==> config.mk <==
export PLATFORM = sky130hd
export DESIGN_NAME = aes_plain_unpacker
export DESIGN_NICKNAME = d
export VERILOG_FILES = /design/src/rtl/aes_stream_pkg.sv /design/src/rtl/pkcs7_check.sv /design/src/rtl/aes_plain_unpacker.sv
export SDC_FILE = /design/constraint.sdc
export NUM_CORES = 1
export LEC_CHECK = 0
export CORE_ASPECT_RATIO = 0.7
export CORE_MARGIN = 10
export CORE_UTILIZATION = 56
export DETAILED_ROUTE_END_ITERATION = 7
export HOLD_SLACK_MARGIN = 0.1
export PLACE_DENSITY = 0.77
export SETUP_SLACK_MARGIN = 0.02
export SYNTH_ARGS = -nofsm -noshare
export SYNTH_HDL_FRONTEND = slang
export SYNTH_SLANG_ARGS = --single-unit
==> constraint.sdc <==
create_clock -name clk -period 28.2 [get_ports clk]
set_input_delay 4.23 -clock clk [delete_from_list [all_inputs] [get_ports clk]]
set_output_delay 4.23 -clock clk [all_outputs]
set_load 0.1 [all_outputs]
==> src/rtl/aes_stream_pkg.sv <==
// rtl/aes_stream_pkg.sv - shared constants, FSM encoding and byte-lane helper for the plaintext unpacker
package aes_stream_pkg;

    localparam int BLK_BYTES  = 16;
    localparam int FIFO_DEPTH = 2;

    typedef enum logic [1:0] {
        IDLE   = 2'd0,
        LOAD   = 2'd1,
        STREAM = 2'd2,
        FINISH = 2'd3
    } state_t;

    // Byte 0 sits in bits 127:120, so lane idx starts at bit (15-idx)*8.
    function automatic logic [7:0] blk_byte(input logic [127:0] blk, input logic [3:0] idx);
        return blk[{~idx, 3'b000} +: 8];
    endfunction

endpackage

==> src/rtl/pkcs7_check.sv <==
// rtl/pkcs7_check.sv - combinational PKCS#7 padding validator for one 128-bit block
module pkcs7_check
    import aes_stream_pkg::*;
(
    input  logic [127:0] blk,
    output logic         pad_ok,
    output logic [4:0]   cnt
);

    logic [7:0] p;
    logic [7:0] first;
    logic [4:0] cnt_raw;
    logic       match;

    always_comb begin
        p       = blk_byte(blk, 4'd15);
        first   = 8'(BLK_BYTES) - p;
        cnt_raw = 5'd16 - p[4:0];
        match   = 1'b1;
        // Every byte from lane 16-p through lane 15 must repeat the pad value.
        for (int i = 0; i < BLK_BYTES; i++) begin
            if ((8'(i) >= first) && (blk_byte(blk, 4'(i)) != p)) begin
                match = 1'b0;
            end
        end
        pad_ok = (p >= 8'd1) && (p <= 8'd16) && match;
        cnt    = pad_ok ? cnt_raw : 5'd0;
    end

endmodule

==> src/rtl/aes_plain_unpacker.sv <==
// rtl/aes_plain_unpacker.sv - buffers decrypted blocks, strips PKCS#7 padding, streams plaintext bytes
module aes_plain_unpacker
    import aes_stream_pkg::*;
#(
    parameter bit PAD_EN = 1'b1,
    parameter int BLK_W  = 128
) (
    input  logic             clk,
    input  logic             rest,
    input  logic             blk_valid,
    input  logic [BLK_W-1:0] blk_data,
    input  logic             blk_last,
    output logic             blk_ready,
    output logic [7:0]       out_byte,
    output logic             out_valid,
    input  logic             out_ready,
    output logic             msg_done,
    output logic             pad_err,
    output logic             ovf_err
);

    logic [BLK_W:0]   fifo_mem [FIFO_DEPTH];
    logic             wr_ptr;
    logic             rd_ptr;
    logic [1:0]       fifo_cnt;
    logic             fifo_full;
    logic             fifo_empty;
    logic             push;
    logic             pop;
    logic [BLK_W-1:0] head_data;
    logic             head_last;

    state_t           state;
    state_t           state_next;
    logic [BLK_W-1:0] sreg;
    logic [4:0]       idx;
    logic [4:0]       cnt;
    logic             cur_last;
    logic             accept;

    logic             pad_ok;
    logic [4:0]       chk_cnt;
    logic [4:0]       load_cnt;
    logic             load_bad;

    assign fifo_full  = (fifo_cnt == 2'(FIFO_DEPTH));
    assign fifo_empty = (fifo_cnt == 2'd0);
    assign push       = blk_valid && !fifo_full;
    assign head_data  = fifo_mem[rd_ptr][BLK_W:1];
    assign head_last  = fifo_mem[rd_ptr][0];
    assign blk_ready  = !fifo_full;

    always_ff @(posedge clk) begin
        if (rest) begin
            wr_ptr   <= 1'b0;
            rd_ptr   <= 1'b0;
            fifo_cnt <= 2'd0;
            ovf_err  <= 1'b0;
        end else begin
            if (push) begin
                fifo_mem[wr_ptr] <= {blk_data, blk_last};
                wr_ptr           <= !wr_ptr;
            end
            if (pop) begin
                rd_ptr <= !rd_ptr;
            end
            if (push && !pop) begin
                fifo_cnt <= fifo_cnt + 2'd1;
            end else if (!push && pop) begin
                fifo_cnt <= fifo_cnt - 2'd1;
            end
            if (blk_valid && fifo_full) begin
                ovf_err <= 1'b1;
            end
        end
    end

    pkcs7_check u_pkcs7_check (
        .blk    (head_data),
        .pad_ok (pad_ok),
        .cnt    (chk_cnt)
    );

    // Only a final block is subject to padding removal.
    assign load_bad = PAD_EN && head_last && !pad_ok;
    assign load_cnt = (PAD_EN && head_last) ? chk_cnt : 5'(BLK_BYTES);

    assign out_valid = (state == STREAM);
    assign msg_done  = (state == FINISH);
    assign out_byte  = sreg[BLK_W-1 -: 8];

    always_comb begin
        state_next = state;
        pop        = 1'b0;
        accept     = 1'b0;
        case (state)
            IDLE: begin
                if (!fifo_empty) begin
                    state_next = LOAD;
                end
            end
            LOAD: begin
                pop        = 1'b1;
                state_next = (load_cnt != 5'd0) ? STREAM : FINISH;
            end
            STREAM: begin
                if (out_ready) begin
                    accept = 1'b1;
                    if (idx == (cnt - 5'd1)) begin
                        if (cur_last) begin
                            state_next = FINISH;
                        end else if (!fifo_empty) begin
                            state_next = LOAD;
                        end else begin
                            state_next = IDLE;
                        end
                    end
                end
            end
            FINISH: begin
                state_next = fifo_empty ? IDLE : LOAD;
            end
            default: begin
                state_next = IDLE;
            end
        endcase
    end

    always_ff @(posedge clk) begin
        if (rest) begin
            state    <= IDLE;
            sreg     <= '0;
            idx      <= 5'd0;
            cnt      <= 5'd0;
            cur_last <= 1'b0;
            pad_err  <= 1'b0;
        end else begin
            state <= state_next;
            if (pop) begin
                sreg     <= head_data;
                idx      <= 5'd0;
                cnt      <= load_cnt;
                cur_last <= head_last;
                if (load_bad) begin
                    pad_err <= 1'b1;
                end
            end else if (accept) begin
                sreg <= {sreg[BLK_W-9:0], 8'h00};
                idx  <= idx + 5'd1;
            end
        end
    end

endmodule

* After elaboration in Yosys (flattened, before gate mapping)
Memory sizes are Yosys's and may differ from the RTL's. A register that Yosys moved wholly into a read port is not among the register bits.
Cells that the tools add are included.
** Word-level totals
- Flip-flop bits (word level) :: 147
- RAM bits :: 258
- Input bits :: 133
- Output and inout port bits :: 13
- Logic and storage cells :: 129
- Memories :: 1
** Operators by class
- Add/subtract/negate cells :: 6
- $lt $le $gt $ge :: 17
- Equality and inequality tests :: 23
- Multiplexer cells :: 36
- Reductions and logical operators :: 36
** Memory list
- fifo_mem :: words 2, bits a word 129, rd ports 1, clocked after memory_dff 1, wr ports 1, RTL line aes_plain_unpacker.sv:22 : logic [BLK_W:0] fifo_mem [FIFO_DEPTH];
** Operators by type and width (number)
- 128-bit 2-to-1 mux :: 2
- 8-bit inequality test :: 15
- 4-bit by 8-bit >= comparator with 1-bit output, first input constant :: 7
- 3-bit by 8-bit >= comparator with 1-bit output, first input constant :: 4
- 1-bit 2-to-1 mux :: 25
- 1-bit logical AND :: 22
- 1-bit by 8-bit >= comparator with 1-bit output, first input constant :: 2
- 2-bit by 8-bit >= comparator with 1-bit output, first input constant :: 2
- 2-bit 2-to-1 mux :: 6
- 5-bit 2-to-1 mux :: 2
- 8-bit by 1-bit >= comparator with 1-bit output, second input constant :: 1
- 8-bit by 5-bit less-or-equal comparator with 1-bit output, second input constant :: 1
- 2-bit case mux with 4 select lines :: 1
- 5-bit by 8-bit subtractor with 8-bit output, first input constant :: 1
- 2-bit equality test, second input constant :: 3
- 1-bit logical NOT :: 6
- 5-bit by 1-bit adder with 5-bit output, second input constant :: 1
- 5-bit equality test :: 1
- 5-bit nonzero test :: 1
- 5-bit by 1-bit subtractor with 5-bit output, second input constant :: 1
- 5-bit subtractor, first input constant :: 1
- 2-bit logical NOT :: 2
- 2-bit by 1-bit inequality test with 1-bit output, second input constant :: 2
- 2-bit nonzero test :: 2
- other kinds (7) :: 7

* Longest topological paths before layout
- Word-level depth :: 24
- Depth in mapped cells :: 16
- Mapped depth without buffers :: 10

* Modules after synthesis
Synthesis repeated with hierarchy kept, for this count alone.
** Unflattened totals
- Cell total of the unflattened synthesis :: 1325
- Area total of the unflattened synthesis :: 17210.3 um^2
** By module, submodules not included
- aes_plain_unpacker :: times used 1, cells an instance 1090, area an instance 15343.5 um^2, seq. area each 10710.3 um^2
- pkcs7_check :: times used 1, cells an instance 235, area an instance 1866.8 um^2, seq. area each 0.0 um^2

* Worst setup path after synthesis
No wires, ideal clock.
- Path kind :: input-to-reg
- Start :: input rest
- End :: memory fifo_mem[0][0] (netlist name) (enable)
- Arrival time :: 13242 ps
- Data required time :: 27426 ps
- Path slack :: 14184 ps
- Stages :: 2
- Cells stage by stage :: clkbuf_1 -> nor3_1
** Between the ends
- Longest elaborated chain between the ends :: 2
** RTL lines
- from (decl) :: RTL line aes_plain_unpacker.sv:9 : input logic rest,
- 1-bit 2-to-1 mux :: RTL line aes_plain_unpacker.sv:54 : if (rest) begin
- 1-bit 2-to-1 mux (not written as such) :: RTL line aes_plain_unpacker.sv:61 : fifo_mem[wr_ptr] <= {blk_data, blk_last};
- to (decl) :: RTL line aes_plain_unpacker.sv:22
Every way passes these cells.

* Worst setup path after layout
- Start :: register state[1]
- End :: output out_valid
** Between the ends
- Longest elaborated chain between the ends :: 1
** RTL lines
- from (decl) :: RTL line aes_plain_unpacker.sv:33 : state_t state;
- from (signal assigned) :: RTL line aes_plain_unpacker.sv:138 : state <= state_next;
- 2-bit equality test :: RTL line aes_plain_unpacker.sv:88 : assign out_valid = (state == STREAM);
- to (decl) :: RTL line aes_plain_unpacker.sv:15 : output logic out_valid,
Every way passes these cells.

==> flow_metrics.env <==
export IMPL_final_area_mm2=0.0212
export IMPL_cts_hold_buf=0
export IMPL_grt_util_met3_pct=5.80
export IMPL_synthMuxAreaShare_pct=7.32
export IMPL_swShare_pct=34.0
export IMPL_synth_edf_count=258
export IMPL_postPlaceCellArea_mm2=0.0200
export IMPL_power_leakage_uw=0.00706
export IMPL_hp_class="register to register"
export IMPL_worstSkewPairLatency_ps=550
export IMPL_skew_ps=21.4
export IMPL_syn_avg_cell_area_um2=11.8
export IMPL_syn_cell_area_mm2=0.0183
export IMPL_synthSimpleGateAreaFrac_pct=9.65
export IMPL_p_comb_share_pct=28.7
export IMPL_gp_congestion=0.893
export IMPL_final_antenna_net_count=0
export IMPL_crit_arrival_ps=2470
export IMPL_finalSetupViolations=0
export IMPL_met1_usage_pct=32.8
export IMPL_ys_types=58
export IMPL_irDropWorstVdd_uv=71.9
export IMPL_routed_wl_um=50700
export IMPL_clkTransAtPathRegs_ps=60
export IMPL_cts_max_level=2
export IMPL_synth_compound_gate_area_share_pct=9.30
export IMPL_cts_root_buf="clkbuf_16"
export IMPL_critPathSlowestCell="clkdlybuf4s50_1"
export IMPL_synth_fa_ha_area_share_pct=0.546
export IMPL_synthesis_instances=1553
export IMPL_grt_pass1_vias=12700
export IMPL_cp_start_kind="register"
export IMPL_maxSlewViolCount=0
export IMPL_crit_required_ps=23970
export IMPL_antenna_cells=0
export IMPL_outcome="finished clean"
export IMPL_clock_sinks=406
export IMPL_firstDrtPassIters=5
export IMPL_final_util_pct=65.7
export IMPL_rows=55
export IMPL_synth_xor_area_share_pct=11.2
export IMPL_portBuffers=145
export IMPL_pwr_share_seq_pct=43.4
export IMPL_numCtsBuffers=40
export IMPL_p_switching_uw=616
export IMPL_drc=0
export IMPL_fmax_mhz=149
export IMPL_die_x_um=236
export IMPL_worstSetupPathType="register to primary output"
export IMPL_synth_seq_area_share_pct=58.4
export IMPL_fp_dieH_um=171
export IMPL_first_iter_violations=1517
export IMPL_power_density_mw_per_mm2=85.3
export IMPL_ys_ff_latch=406
export IMPL_synth_ff_type="edfxtp_1"
export IMPL_busiest_layer="met2"
export IMPL_hp_start="ovf_err$_SDFFE_PP0P_"
export IMPL_cap_viol_max_count=0
export IMPL_p_clk_share_pct=27.9
export IMPL_dpl_hpwl_um=32000
export IMPL_antenna_found_initial=1
export IMPL_tightest_slew_ps=1200
export IMPL_yosysWarnings=0
export IMPL_area_growth_pct=15.6
export IMPL_io_pins=146
export IMPL_power_total_uw=1810
export IMPL_multi_input_area_mm2=0.00699
export IMPL_slew_limit_headroom_pct=20.0
export IMPL_drive_gt1_share_pct=5.66
export IMPL_core_mm2=0.0323
export IMPL_crit_path_max_incr_delay_ps=1200
export IMPL_startpoint="state[1]$_SDFFE_PP0P_"
export IMPL_synth_top_family_by_area="XOR/XNOR gates"
export IMPL_routedWlPerCell_um=24.1
export IMPL_grt_pass1_wl_um=75600
export IMPL_cp_end_kind="primary output"
export IMPL_post_cts_setup_buffers=0
export IMPL_grt_max_degree=130
export IMPL_post_route_period_util_pct=23.7
export IMPL_via_count=13000
export IMPL_internal_power_uw=1190
export IMPL_syn_nets=1694
export IMPL_seq_area_mm2=0.0107
export IMPL_met2_usage_pct=37.2
export IMPL_hold_viol=0
export IMPL_post_cts_resize_count=0
export IMPL_layout_nets=1787
export IMPL_num_fill_cells=2417
export IMPL_synthArstFlopShare_pct=0
export IMPL_start_util_pct=56.8
export IMPL_die_area_mm2=0.0405
export IMPL_grt_use_total_pct=24.1
export IMPL_period_needed_ps=6700
export IMPL_grt_remaining_overflow=0
export IMPL_cts_tree="done"
export IMPL_cts_max_path_buffers=3
export IMPL_worst_path_max_fanout=7
export IMPL_rsz0062_at_grt="no"
export IMPL_via_per_inst=6.20
export IMPL_final_setup_tns_ps=0
export IMPL_path_cells="nor2b_1, clkdlybuf4s50_1"
[cell usage in the layout, fill, tap and decap left out, drive strengths merged, types with 12 or more instances in the layout]
master	n
nor3	14
mux2i	127
a21oi	21
clkbuf	62
edfxtp	258
a221oi	121
nor2	283
clkinv	12
a31oi	12
inv	26
clkdlybuf4s50	144
nand2	28
dfxtp	148
xnor2	122
nor4	20
nand3	12
o21ai	22
nand4	35
xor2	112
buf	26
[critical path, delay by kind of cell (launching register included)]
kind | cells | cell delay (ps)
simple gates | 1 | 310
buf+inv | 1 | 1200
flops | 1 | 430
[state kept, by name, summed over array words and instances (netlist names), 2 cells and up, named ones only]
name	flops
fifo_mem	258
cnt	5
sreg	128
fifo_cnt	2
state	2
idx	5
[per-stage QoR]
step	setup slack, ps	hold slack [ps]	cells
6_report	21500	473	2105
3_3_place_gp	21110	451	2031
5_1_grt	21370	488	2105
2_1_floorplan	14180	446	1553
4_1_cts	21480	477	2105
3_5_place_dp	21080	466	2031
[per-layer routing]
metal,share of wire [%],up-vias
li1,-,5855
met1,42,6353
met2,45,699
met3,11,134
met4,3.2,2
met5,0.026,-
[worst paths after layout]
kind / end / slack [ps] / cells past startpoint
min reg2reg: ovf_err$_SDFFE_PP0P_ / 470 / 2
max reg2reg: cnt[3]$_SDFFE_PP0P_ / 23820 / 10
max: out_valid / 21500 / 2
min: ovf_err$_SDFFE_PP0P_ / 470 / 2
[power by group through the flow]
stage          clock network [uW]  registers (uW)  logic [uW]
2_1_floorplan                   0             774         396
6_report                      505             784         520
3_3_place_gp                    0             790         499
3_5_place_dp                    0             793         512
5_1_grt                       534             791         561
4_1_cts                       510             781         514
[final cells by class]
| cell class | count | area share [%] |
|---|---|---|
| inverters | 26 | 0.472 |
| repair buffers | 170 | 7.77 |
| flip-flops and latches | 406 | 50.5 |
| clock buffers | 62 | 5.45 |
| clock inverters | 12 | 0.324 |
| well taps | 427 | 2.52 |
| multi-input cells | 1002 | 32.9 |
[Yosys cell counts, types with 20 or more instances]
library cell  count  area [um^2]
a21oi_1          21          105
a221oi_1        120         1050
buf_2            45          225
clkbuf_1         57          214
dfxtp_1         148         2960
edfxtp_1        258         7750
inv_1            25         93.8
mux2i_1         126         1260
nand2_1          28          105
nand4_1          35          219
nor2_1          283         1060
nor4_1           20          125
o21ai_0          21          105
xnor2_1         122         1070
xor2_1          112          981
[logic make-up after synthesis]
| group | Yosys count |
|---|---|
| AO/OA/AOI/OAI | 217 |
| XOR/XNOR | 234 |
| adder cells (fa/ha/maj) | 8 |
| buffers and inverters | 145 |
| flip-flops | 406 |
| multiplexers | 132 |
| AND/OR/NAND/NOR | 411 |
Note: power is estimated with default switching activity, not from simulation.
